--- config.mk ---
export PLATFORM = sky130hd
export DESIGN_NAME = imm_decode_ctrl
export DESIGN_NICKNAME = d
export VERILOG_FILES = /design/src/rtl/imm_decode_pkg.sv /design/src/rtl/imm_decode_ctrl_opc.sv /design/src/rtl/imm_decode_ctrl.sv
export SDC_FILE = /design/constraint.sdc
export NUM_CORES = 1
export LEC_CHECK = 0
export BUFFER_PORTS_ARGS = -buffer_cell sky130_fd_sc_hd__buf_4
export CAP_MARGIN = 20
export CORE_AREA = 2 2 84 166
export CTS_CLUSTER_DIAMETER = 30
export DETAILED_ROUTE_END_ITERATION = 12
export DIE_AREA = 0 0 86 168
export HOLD_SLACK_MARGIN = 0.1
export PLACE_DENSITY = 0.83
export REMOVE_ABC_BUFFERS = 1
export SKIP_LAST_GASP = 1
export SYNTH_ARGS = -nofsm -noshare
export SYNTH_HDL_FRONTEND = slang
export SYNTH_SLANG_ARGS = --single-unit
--- constraint.sdc ---
create_clock -name clk -period 3.64 [get_ports clk]
set_input_delay 0.182 -clock clk [delete_from_list [all_inputs] [get_ports clk]]
set_output_delay 0.182 -clock clk [all_outputs]
set_load 0.05 [all_outputs]
--- src/rtl/imm_decode_pkg.sv ---
// Shared constants and types for the immediate decode/handoff stage.
// Holds immsel codes, RV32I opcodes, state encoding and the entry bundle.
package imm_decode_pkg;

    localparam logic [2:0] IMMSEL_I    = 3'b000;
    localparam logic [2:0] IMMSEL_S    = 3'b001;
    localparam logic [2:0] IMMSEL_B    = 3'b010;
    localparam logic [2:0] IMMSEL_J    = 3'b011;
    localparam logic [2:0] IMMSEL_U    = 3'b100;
    localparam logic [2:0] IMMSEL_NONE = 3'b111;

    localparam logic [6:0] OPC_LOAD   = 7'b0000011;
    localparam logic [6:0] OPC_OPIMM  = 7'b0010011;
    localparam logic [6:0] OPC_JALR   = 7'b1100111;
    localparam logic [6:0] OPC_SYSTEM = 7'b1110011;
    localparam logic [6:0] OPC_STORE  = 7'b0100011;
    localparam logic [6:0] OPC_BRANCH = 7'b1100011;
    localparam logic [6:0] OPC_JAL    = 7'b1101111;
    localparam logic [6:0] OPC_LUI    = 7'b0110111;
    localparam logic [6:0] OPC_AUIPC  = 7'b0010111;
    localparam logic [6:0] OPC_OP     = 7'b0110011;
    localparam logic [6:0] OPC_FENCE  = 7'b0001111;

    localparam logic [1:0] EMPTY = 2'd0;
    localparam logic [1:0] BUSY  = 2'd1;
    localparam logic [1:0] FULL  = 2'd2;

    localparam logic [31:0] NOP_INSTR = 32'h0000_0013;

    typedef struct packed {
        logic [31:0] instr;
        logic [31:0] pc;
        logic [2:0]  immsel;
        logic        illegal;
    } entry_t;

    localparam entry_t RST_ENTRY = '{
        instr:   NOP_INSTR,
        pc:      32'h0,
        immsel:  IMMSEL_NONE,
        illegal: 1'b0
    };

endpackage

--- src/rtl/imm_decode_ctrl_opc.sv ---
// Opcode classifier: RV32I opcode -> immediate format select.
// Illegal-opcode flagging only exists when IMM_DECODE_ILLEGAL_EN is defined.
module imm_opc_decode
    import imm_decode_pkg::*;
(
    input  logic [6:0] opc,
    output logic [2:0] immsel,
    output logic       illegal
);

    // Map opcode to the immediate generator's format select.
    always_comb begin
        immsel = IMMSEL_NONE;
        case (opc)
            OPC_LOAD, OPC_OPIMM,
            OPC_JALR, OPC_SYSTEM: immsel = IMMSEL_I;
            OPC_STORE:            immsel = IMMSEL_S;
            OPC_BRANCH:           immsel = IMMSEL_B;
            OPC_JAL:              immsel = IMMSEL_J;
            OPC_LUI, OPC_AUIPC:   immsel = IMMSEL_U;
            default:              immsel = IMMSEL_NONE;
        endcase
    end

`ifdef IMM_DECODE_ILLEGAL_EN
    // Flag anything outside the RV32I base opcode set or not 32-bit encoded.
    always_comb begin
        illegal = 1'b1;
        case (opc)
            OPC_LOAD, OPC_OPIMM, OPC_JALR,
            OPC_SYSTEM, OPC_STORE, OPC_BRANCH,
            OPC_JAL, OPC_LUI, OPC_AUIPC,
            OPC_OP, OPC_FENCE: illegal = 1'b0;
            default:           illegal = 1'b1;
        endcase
        if (opc[1:0] != 2'b11) begin
            illegal = 1'b1;
        end
    end
`else
    assign illegal = 1'b0;
`endif

endmodule

--- src/rtl/imm_decode_ctrl.sv ---
// Registered decode/handoff stage between fetch and execute with a
// 2-entry skid buffer; IMM_DECODE_ILLEGAL_EN enables illegal flagging.
module imm_decode_ctrl
    import imm_decode_pkg::*;
#(
    parameter int XLEN = 32
) (
    input  logic            clk,
    input  logic            rst,
    input  logic            in_valid,
    output logic            in_ready,
    input  logic [XLEN-1:0] in_instr,
    input  logic [XLEN-1:0] in_pc,
    input  logic            flush,
    output logic            out_valid,
    input  logic            out_ready,
    output logic [XLEN-1:0] out_instr,
    output logic [XLEN-1:0] out_pc,
    output logic [2:0]      out_immsel,
    output logic            out_illegal
);

    logic [2:0] dec_immsel;
    logic       dec_illegal;
    entry_t     in_ent;

    entry_t     main_q, main_d;
    entry_t     skid_q, skid_d;
    logic       out_valid_q, out_valid_d;
    logic       skid_valid_q, skid_valid_d;
    logic       in_ready_q, in_ready_d;
    logic [1:0] state_q, state_d;

    logic       accept;
    logic       consume;

    imm_opc_decode u_dec (
        .opc     (in_instr[6:0]),
        .immsel  (dec_immsel),
        .illegal (dec_illegal)
    );

    assign in_ent = '{
        instr:   in_instr,
        pc:      in_pc,
        immsel:  dec_immsel,
        illegal: dec_illegal
    };

    assign accept  = in_valid & in_ready_q;
    assign consume = out_valid_q & out_ready;

    // Slot bookkeeping: main register feeds execute, skid absorbs one extra.
    always_comb begin
        state_d      = state_q;
        main_d       = main_q;
        skid_d       = skid_q;
        out_valid_d  = out_valid_q;
        skid_valid_d = skid_valid_q;
        if (flush) begin
            state_d      = EMPTY;
            out_valid_d  = 1'b0;
            skid_valid_d = 1'b0;
        end else begin
            case (state_q)
                EMPTY: begin
                    if (accept) begin
                        main_d      = in_ent;
                        out_valid_d = 1'b1;
                        state_d     = BUSY;
                    end
                end
                BUSY: begin
                    if (accept && consume) begin
                        main_d = in_ent;
                    end else if (accept) begin
                        skid_d       = in_ent;
                        skid_valid_d = 1'b1;
                        state_d      = FULL;
                    end else if (consume) begin
                        out_valid_d = 1'b0;
                        state_d     = EMPTY;
                    end
                end
                FULL: begin
                    if (consume) begin
                        main_d       = skid_q;
                        skid_valid_d = 1'b0;
                        state_d      = BUSY;
                    end
                end
                default: begin
                    state_d      = EMPTY;
                    out_valid_d  = 1'b0;
                    skid_valid_d = 1'b0;
                end
            endcase
        end
        in_ready_d = ~skid_valid_d;
    end

    // State and data registers; reset drops all held entries at once.
    always_ff @(posedge clk or posedge rst) begin
        if (rst) begin
            state_q      <= EMPTY;
            main_q       <= RST_ENTRY;
            skid_q       <= RST_ENTRY;
            out_valid_q  <= 1'b0;
            skid_valid_q <= 1'b0;
            in_ready_q   <= 1'b1;
        end else begin
            state_q      <= state_d;
            main_q       <= main_d;
            skid_q       <= skid_d;
            out_valid_q  <= out_valid_d;
            skid_valid_q <= skid_valid_d;
            in_ready_q   <= in_ready_d;
        end
    end

    assign in_ready    = in_ready_q;
    assign out_valid   = out_valid_q;
    assign out_instr   = main_q.instr;
    assign out_pc      = main_q.pc;
    assign out_immsel  = main_q.immsel;
    assign out_illegal = main_q.illegal;

endmodule

==> results.md, run 1 <==
- Status: finished clean
- Post-synthesis sequential area ratio: 55.57%
- Die area: 14450 um^2
- Die height: 168 um
- Drt pass-1 iters: 5
- Largest net degree at the start of global routing: 126
- #FFs+latches synth: 139
- GRT Overall Usage: 23.11%
- Delay-heaviest family, CP: compound AO/OA/AOI/OAI gates
- Post-Syn Area: 6289 um^2
- Top-count cell post-synth: dfrtp_1
- Slew headroom: 42.91%
- Synth area leaders: dfrtp_1, mux2_4, mux2i_1
- I/O pins: 139
- Top cell type's share of synthesized area: 50.14%
- Endpoints failing hold: 0
- Commonest register cell after synthesis: dfrtp_1
- Min-Delay Path Class: input port to register
- Yosys top cell by area: dfrtp_1
- Final Setup Violations: 0
- Tcrit/Tclk final: 63.69%
- Routed WL: 16.30 mm
- Final instance area: 8735 um^2
- # rows: 60
- Overflow after GRT: 0
- ANT nets after route: 0
- DP HPWL: 9.091 mm
- Ordered cell list for the critical path: a21boi_0, o32a_2, buf_4, o21ai_0
- Final worst slack: 1322 ps
- Antenna Cells: 0
- Starting density of the core: 47.33%
- Post-Syn Area per Cell: 12.83 um^2
- Final GP Congestion: 0.7619
- Post-Synthesis Cells: 490
- Post-place setup slack: 1424 ps
- CTS tree: done
- Crit path kind: register to register
- Dpl cells: 759
- Via density: 5.347
- Core outline area: 13290 um^2
- Total CTS buffers: 17
- Unrepaired setup endpoints after global routing: no
- DP Area: 7337 um^2
- Initial antenna violation count: 0
- CTS Buffer Depth: 2
- Horiz. Die Dim: 86 um
- Crit path required time: 3910 ps
- Worst skew pair latency: 410 ps
- Static leakage power: 0.004510 uW
- Peak supply drop: 0.7521 mV
- # clock sinks: 139
- Crit Path Max Fanout: 40
- Number of flops mapped to enable cells by yosys: 0
- PD cells: 905.1 nW/um^2
- First-pass GRT wire length: 25.88 mm
- Max Slew Vio Count: 0
- Worst path slowest cell: o32a_2
- Setup TNS: 0 ps
- Worst hold slack: 211.2 ps
- Syn. warnings: 0
- CTS root buf: clkbuf_16
- Async SR Flop Fraction: 100.0%
- F_max: 431.3 MHz
- DRC viols: 0
- Number of buffers and inverters on the critical path: 1
- Max incr delay on CP: 720 ps
- Data arrival, critical path: 2590 ps
- CP Launch Type: register
- Vias: 4593
- Final std cells w/o fill: 859
- Synth cell types: 38
- # nets final: 760
- Commonest cells in the netlist: dfrtp_1, nand2_1, o21ai_0
- Htree depth: 4
- Max cap viols: 0
- Clock Skew: 9.185 ps
- Post-cts resize count: 0
- Worst-path clk slew: 60 ps
- Vias in the first global route: 4966
- Least-Margin Pin Slew: 856.3 ps
- Layout cell share with drive strength beyond 1: 36.93%
- Initial DRC Count: 242
- Period minus WS final: 2318 ps
- Number of port buffers: 137
- Avg WL per Cell: 18.97 um
- Synthesis-to-layout area growth: 38.90%
- CP Capture Type: register
## area by class of cell
type | instances | area (um^2)
fill | 870 | 4553
multi-input combinational | 318 | 2531
timing repair buffer | 214 | 1807
inverter | 1 | 8.758
clock buffer | 21 | 460.4
clock inverter | 11 | 239.0
sequential | 139 | 3495
tap | 155 | 193.9
## power breakdown
| part | internal (uW) | total, uW | switching, uW |
|---|---|---|---|
| logic | 1210 | 3060 | 1850 |
| registers | 2300 | 2800 | 497 |
| clock network | 1390 | 2050 | 657 |
| total | 4900 | 7910 | 3000 |
## sequential cells by signal (all words and copies together) (netlist names)
register / cells
out_instr: 32
out_immsel: 3
skid_q: 67
skid_valid_q: 1
out_valid: 1
in_ready: 1
state_q: 2
out_pc: 32
## final timing paths
check | from | to | cells after the start | slack (ps)
max in group asynchronous | rst | out_pc[1]$_DFFE_PP0P_ | 5 | 2280
hold reg to reg | skid_q[2]$_DFFE_PP1P_ | skid_q[2]$_DFFE_PP1P_ | 2 | 480
hold / removal | in_valid | state_q[0]$_DFFE_PP0P_ | 4 | 210
min in group asynchronous | rst | out_instr[8]$_DFFE_PP0P_ | 3 | 380
setup reg to reg | state_q[0]$_DFFE_PP0P_ | out_instr[19]$_DFFE_PP0P_ | 4 | 1320
setup / recovery | state_q[0]$_DFFE_PP0P_ | out_instr[19]$_DFFE_PP0P_ | 4 | 1320
## repair_timing
action | in CTS | in global routing
hold endpoints to repair | 158 | 0
buffers inserted | 0 | 0
hold buffers | 67 | 0
## worst min-delay path, cell delays in order
cell	delay [ps]
buf_4	110
a32oi_1	90
o21ai_0	80
nor2b_1	130
## layout by cell type, fill, tap and decap left out, drive strengths merged, types with 3 or more instances in the layout
cell,count
clkbuf,21
mux2i,65
nand2,78
nand2b,4
buf,147
dlygate4sd3,67
bufinv,7
dfstp,13
nor2,6
nand3b,3
mux2,64
dfrtp,126
o21ai,69
nor2b,4
## cells by family (layout without fill, tap and decap cells)
| family | Yosys count | count (layout) | share of synthesized area, % |
|---|---|---|---|
| compound gates | 83 | 83 | 7.183 |
| buf+inv | 33 | 247 | 4.397 |
| flops | 139 | 139 | 55.57 |
| mux | 129 | 129 | 25.57 |
| other cells | 1 | 1 | 0.05963 |
| simple gates | 105 | 105 | 7.222 |
## metal layers
metal  vias to the layer above  wire length, um  GRT usage, %  part of all wire [%]
li1                       2096                -             -                     -
met3                        29             1192         5.441                   7.3
met2                       229             8205         38.02                    50
met4                         0              311         8.006                   1.9
met1                      2239             6590         29.67                    40
met5                         -                0             0                     0
## through the flow
step | power, uW | util, %
after floorplan | 4791 | -
after global placement | 5594 | 55.22
after detailed placement | 5694 | 55.22
after CTS | 7865 | 65.53
after global routing | 8229 | 65.73
final | 7906 | 65.73
No activity file was read; power rests on OpenSTA's default activity.
==> inputs of run 2 (changes only) <==
--- a/config.mk
+++ b/config.mk
@@ -5,14 +5,15 @@
 export SDC_FILE = /design/constraint.sdc
 export NUM_CORES = 1
 export LEC_CHECK = 0
+export ABC_AREA = 1
 export BUFFER_PORTS_ARGS = -buffer_cell sky130_fd_sc_hd__buf_4
 export CAP_MARGIN = 20
-export CORE_AREA = 2 2 84 166
+export CORE_AREA = 2 2 83 165
 export CTS_CLUSTER_DIAMETER = 30
 export DETAILED_ROUTE_END_ITERATION = 12
-export DIE_AREA = 0 0 86 168
+export DIE_AREA = 0 0 85 167
 export HOLD_SLACK_MARGIN = 0.1
-export PLACE_DENSITY = 0.83
+export PLACE_DENSITY = 0.84
 export REMOVE_ABC_BUFFERS = 1
 export SKIP_LAST_GASP = 1
 export SYNTH_ARGS = -nofsm -noshare
==> constraint.sdc (replaced) <==
create_clock -name clk -period 2.09 [get_ports clk]
set_input_delay 0.1045 -clock clk [delete_from_list [all_inputs] [get_ports clk]]
set_output_delay 0.1045 -clock clk [all_outputs]
set_load 0.05 [all_outputs]
==> run 2 against run 1 <==
Effect of this change: total power rose by 73%; highest routed layer unchanged; sequential power rose by 70%; cell area fell by 1.1%; sequential cell count did not move; utilization rose by 1.1 points; die area fell by 1.8%; cell count rose by 32%; clock-buffer cell count rose by 1; largest power group unchanged; synthesized cell count rose by 60%; maximum frequency rose by 27%.
==> results.md, run 2 <==
- Status: finished clean
- Synth cell types: 25
- Psw: 5864 uW
- Data arrival, critical path: 2170 ps
- Htree depth: 4
- GRT Overall Usage: 23.81%
- Top-count cell post-synth: nand2_1
- Post-cts resize count: 0
- Least-Margin Pin Slew: 729.3 ps
- Postcts setup bufs: 0
- CP Launch Type: register
- CTS root buf: clkbuf_16
- # nets final: 1043
- Most common cell after layout, fill and taps aside: nand2_1
- #FFs+latches synth: 139
- Reg power frac: 34.8%
- Starting density of the core: 48.37%
- Most frequent cells in the layout: nand2_1, buf_4, dfrtp_1
- Core outline area: 12920 um^2
- Max cap viols: 0
- Post-Syn Area per Cell: 7.990 um^2
- Final GP Congestion: 0.8421
- Via density: 5.021
- CTS tree: done
- Horiz. Die Dim: 85 um
- Post-Synthesis Cells: 782
- Die height: 167 um
- Routed WL: 16.27 mm
- CTS Buffer Depth: 2
- Tcrit/Tclk final: 87.39%
- Hold_buf cts: 66
- Combinational share of power: 42.9%
- Total power: 13650 uW
- F_max: 547.5 MHz
- Static leakage power: 0.004507 uW
- Synthesis-to-layout area growth: 38.27%
- Switching share of total power: 42.96%
- Min-Delay Path Class: input port to register
- ANT nets after route: 0
- Post-Syn Area: 6248 um^2
- Largest net degree at the start of global routing: 79
- Endpoints failing hold: 0
- PD cells: 1580 nW/um^2
- Number of port buffers: 137
- Antenna Cells: 0
- Clock Skew: 10.93 ps
- Initial DRC Count: 300
- Top cell type's share of synthesized area: 50.46%
- First-pass GRT wire length: 27.27 mm
- CP Capture Type: register
- # rows: 59
- Vias in the first global route: 5874
- DP HPWL: 10.02 mm
- Async SR Flop Fraction: 100.0%
- Worst-path clk slew: 50 ps
- Crit path kind: register to register
- Crit Path Max Fanout: 31
- Clock Power Share: 22.3%
- Commonest register cell after synthesis: dfrtp_1
- Syn. warnings: 0
- Overflow after GRT: 0
- Cell Int Power: 7786 uW
- Slew headroom: 51.31%
- Number of flops mapped to enable cells by yosys: 0
- Crit path required time: 2440 ps
- Post-synthesis sequential area ratio: 55.93%
- Final Setup Violations: 0
- Total CTS buffers: 17
- Vias: 5709
- Layout cell share with drive strength beyond 1: 20.30%
- Commonest cells in the netlist: nand2_1, dfrtp_1, o21ai_0
- # clock sinks: 139
- Drt pass-1 iters: 7
- Reg area: 3495 um^2
- Multi-input logic area: 2218 um^2
- Unrepaired setup endpoints after global routing: no
- Period minus WS final: 1826 ps
- Worst skew pair latency: 410 ps
- I/O pins: 139
- Peak supply drop: 1.108 mV
- Dpl cells: 1041
- Most flops, register: skid_q
- Initial antenna violation count: 0
- Yosys top cell by area: dfrtp_1
- Max reg flops: 67
- Final std cells w/o fill: 1137
- Avg WL per Cell: 14.31 um
- Max Slew Vio Count: 0
- DRC viols: 0
- Fill cell count: 951
- Die area: 14200 um^2
- Synth area leaders: dfrtp_1, nand2_1, o21ai_0
[run 2: cell types whose count changed in the layout (fill, tap and decap cells not counted), sizes merged, moves of 3 or more]
cell    before  now
mux2        64    0
nand2b       4    0
nor2b        4    0
inv          1   76
bufinv       7    3
nor2         6   22
o21ai       69  135
nand3        2    5
mux2i       65    0
nand2       78  353
[run 2: layout make-up]
type	count	share of cell area, %
Inverter	76	3.360
Timing Repair Buffer	215	21.46
Tap cell	152	2.201
Clock buffer	22	5.489
Clock inverter	8	1.361
Multi-Input combinational cell	525	25.68
Sequential cell	139	40.45
[run 2: metal layers]
layer  GRT usage, %  vias to the layer above  wire length, um
li1               -                     2788                -
met1          27.01                     2706             6230
met2          41.98                      170             8844
met3          3.419                       45              584
met4          13.04                        0              612
met5              0                        -                0
[run 2: worst paths after layout]
path                                          start                  endpoint  slack, ps  cells after the start
min                                       out_ready    state_q[0]$_DFFE_PP0P_        170                      4
max reg2reg                  state_q[0]$_DFFE_PP0P_     out_pc[1]$_DFFE_PP0P_        260                      8
max in group asynchronous                       rst    out_pc[29]$_DFFE_PP0P_       1110                      4
max                          state_q[0]$_DFFE_PP0P_     out_pc[1]$_DFFE_PP0P_        260                      8
min reg2reg                out_instr[0]$_DFFE_PP1P_  out_instr[0]$_DFFE_PP1P_        470                      2
min in group asynchronous                       rst    out_pc[26]$_DFFE_PP0P_        310                      3
[run 2: power groups by stage]
stage | sequential, uW | combinational (uW) | clock, uW
after floorplan | 6950 | 1610 | 0
after global placement | 4720 | 5610 | 0
after detailed placement | 4750 | 5730 | 0
after CTS | 4730 | 5850 | 3090
after global routing | 4870 | 6320 | 3190
final | 4750 | 5860 | 3040
[run 2: per-stage QoR]
| stage | setup TNS (ps) | setup WS [ps] | cell area [um^2] | hold slack, ps | utilization (%) |
|---|---|---|---|---|---|
| floorplan | -311190 | -1718 | 5992 | 182.3 | - |
| global placement | 0 | 381.2 | 7387 | 200.6 | 57.18 |
| detailed placement | 0 | 332.7 | 7387 | 206.8 | 57.18 |
| CTS | 0 | 301.8 | 8640 | 161.9 | 66.88 |
| global route | 0 | 115.7 | 8640 | 225.1 | 66.88 |
| finish | 0 | 263.6 | 8640 | 172.1 | 66.88 |
[run 2: cell families after synthesis]
family                 Yosys count  synth area share [%]
buffers and inverters          118                 8.671
flip-flops                     139                 55.93
other                            1               0.06001
AND/OR/NAND/NOR                383                 23.77
AO/OA/AOI/OAI                  141                 11.57
[run 2: critical path, stage by stage (launching register included)]
cell	delay (ps)
dfrtp_1	440
inv_1	90
nor2_2	180
inv_1	80
a21oi_2	180
nand3b_2	200
buf_4	370
nand2_1	130
nand2_1	100
==> inputs of run 3 (changes only) <==
--- a/config.mk
+++ b/config.mk
@@ -6,13 +6,13 @@
 export NUM_CORES = 1
 export LEC_CHECK = 0
 export ABC_AREA = 1
-export BUFFER_PORTS_ARGS = -buffer_cell sky130_fd_sc_hd__buf_4
+export BUFFER_PORTS_ARGS = -buffer_cell sky130_fd_sc_hd__buf_2
 export CAP_MARGIN = 20
 export CORE_AREA = 2 2 83 165
 export CTS_CLUSTER_DIAMETER = 30
 export DETAILED_ROUTE_END_ITERATION = 12
 export DIE_AREA = 0 0 85 167
-export HOLD_SLACK_MARGIN = 0.1
+export HOLD_SLACK_MARGIN = 0.08
 export PLACE_DENSITY = 0.84
 export REMOVE_ABC_BUFFERS = 1
 export SKIP_LAST_GASP = 1
==> run 3 against run 2 <==
Effect of this change: worst setup slack got worse by 23 ps; cell count unchanged; die area unchanged; critical path type unchanged; register-to-register slack got worse by 20 ps; clock power increased by 6%; total power decreased by 2.5%; critical path depth unchanged; sequential share of layout area increased by 1.5 points; sequential power decreased by 1%; global-route usage decreased by 0.87 points; largest cell class unchanged.
==> results.md, run 3 (synthesis results as in run 2) <==
- ANT nets after route: 0
- Cell Int Power: 7432 uW
- Worst-path clk slew: 60 ps
- GRT Overall Usage: 22.93%
- Tcrit/Tclk final: 88.46%
- Slew headroom: 51.83%
- CP endpoint: out_pc[19]$_DFFE_PP0P_
- Overflow after GRT: 0
- Horiz. Die Dim: 85 um
- Most flops, register: skid_q
- Combinational share of power: 40.8%
- Clock Skew: 7.972 ps
- Status: finished clean
- DRC viols: 0
- CP Capture Type: register
- Core outline area: 12920 um^2
- CP Launch Point: in_ready$_DFF_PP1_
- Htree depth: 4
- Max reg flops: 67
- Max Slew Vio Count: 0
- CTS Buffer Depth: 2
- Dpl cells: 1039
- Reg area: 3495 um^2
- CTS root buf: clkbuf_16
- F_max: 540.9 MHz
- Psw: 5879 uW
- Antenna Cells: 0
- Layout cell share with drive strength beyond 1: 20.51%
- Crit path kind: register to register
- Initial antenna violation count: 0
- Crit Path Max Fanout: 64
- Critical register-to-register path startpoint: in_ready$_DFF_PP1_
- Die height: 167 um
- Initial DRC Count: 322
- Worst skew pair latency: 400 ps
- Starting density of the core: 48.37%
- Least-Margin Pin Slew: 721.4 ps
- Reg2reg end: out_pc[19]$_DFFE_PP0P_
- Synthesis-to-layout area growth: 33.18%
- Drt pass-1 iters: 5
- CP Launch Type: register
- Number of port buffers: 137
- I/O pins: 139
- Period minus WS final: 1849 ps
- Multi-input logic area: 2218 um^2
- Switching share of total power: 44.17%
- Avg WL per Cell: 13.81 um
- # nets final: 1041
- Most common cell after layout, fill and taps aside: nand2_1
- Crit path required time: 2420 ps
- Worst R2R Path Depth: 8
- Endpoints failing hold: 0
- Routed WL: 15.70 mm
- # clock sinks: 139
- Worst hold slack: 223.5 ps
- Unrepaired setup endpoints after global routing: no
- Via density: 5.031
- First-pass GRT wire length: 26.48 mm
- PD cells: 1600 nW/um^2
- Clock Power Share: 24.1%
- Final worst slack: 241.1 ps
- Total CTS buffers: 17
- Most frequent cells in the layout: nand2_1, buf_2, dfrtp_1
- Final GP Congestion: 0.8125
- Vias in the first global route: 5862
- Fill cell count: 1018
- Largest net degree at the start of global routing: 65
- Static leakage power: 0.004408 uW
- Post-place setup slack: 295.8 ps
- Die area: 14200 um^2
- Reg power frac: 35.2%
- Peak supply drop: 0.9992 mV
- Max cap viols: 0
- R2R setup slack: 240 ps
- Final Setup Violations: 0
- CTS tree: done
- Data arrival, critical path: 2180 ps
- Min-Delay Path Class: input port to register
- Vias: 5720
- # rows: 59
- Postcts setup bufs: 0
- Total power: 13310 uW
- DP HPWL: 9.408 mm
- Hold_sp: out_ready
- Final std cells w/o fill: 1137
==> run 3: cell types whose count changed in the layout (fill, tap and decap cells not counted), sizes merged <==
| cell | change |
|---|---|
| clkbuf | -4 |
| inv | +3 |
| buf | -2 |
| clkinvlp | +2 |
| bufinv | +1 |
==> run 3: worst min path at each step <==
stage / endpoint / slack (ps) / cells after the start
detailed placement: skid_q[23]$_DFFE_PP0P_ / 220 / 2
global placement: out_pc[19]$_DFFE_PP0P_ / 220 / 2
finish: state_q[0]$_DFFE_PP0P_ / 220 / 4
global route: state_q[1]$_DFFE_PP0P_ / 260 / 4
floorplan: skid_valid_q$_DFF_PP0_ / 180 / 1
CTS: state_q[0]$_DFFE_PP0P_ / 210 / 4
==> run 3: per-layer routing <==
layer,part of all wire [%],wire length (um),track usage [%],up-vias
li1,-,-,-,2793
met1,39,6148,25.74,2699
met2,54,8529,41.27,185
met3,3.4,526,3.568,43
met4,3.2,497,11.11,0
met5,0,0,0,-
==> run 3: power by group through the flow <==
stage / clock [uW] / combinational (uW) / sequential, uW
floorplan: 0 / 1610 / 6950
finish: 3210 / 5420 / 4680
global route: 3380 / 5880 / 4810
detailed placement: 0 / 5290 / 4670
CTS: 3280 / 5400 / 4650
global placement: 0 / 5160 / 4660
==> run 3: worst max-delay path: stages, from the launching register on <==
cell and delay (ps):
dfstp_2 520, nand2_1 110, nand2_1 110, inv_1 50, nor2_1 190, nor3b_4 260
buf_12 330, nand2_1 90, nand2_1 100
==> run 3: repair_timing <==
action	in CTS	in global routing
gates resized for setup	0	0
hold buffers	66	0
setup endpoints to repair	0	0
endpoints found under the hold margin	170	0
==> run 3: through the flow <==
step	setup TNS [ps]	utilization [%]	area [um^2]
floorplan	-311190	-	5992
global placement	0	54.41	7029
detailed placement	0	54.41	7029
CTS	0	64.42	8322
global route	0	64.42	8322
finish	0	64.42	8322
==> run 3: layout make-up <==
cell class	instances	area share (%)
flip-flops and latches	139	41.99
clock inverters	14	2.315
inverters	76	3.488
well taps	152	2.285
clock buffers	18	5.277
multi-input cells	525	26.66
repair buffers	213	17.98
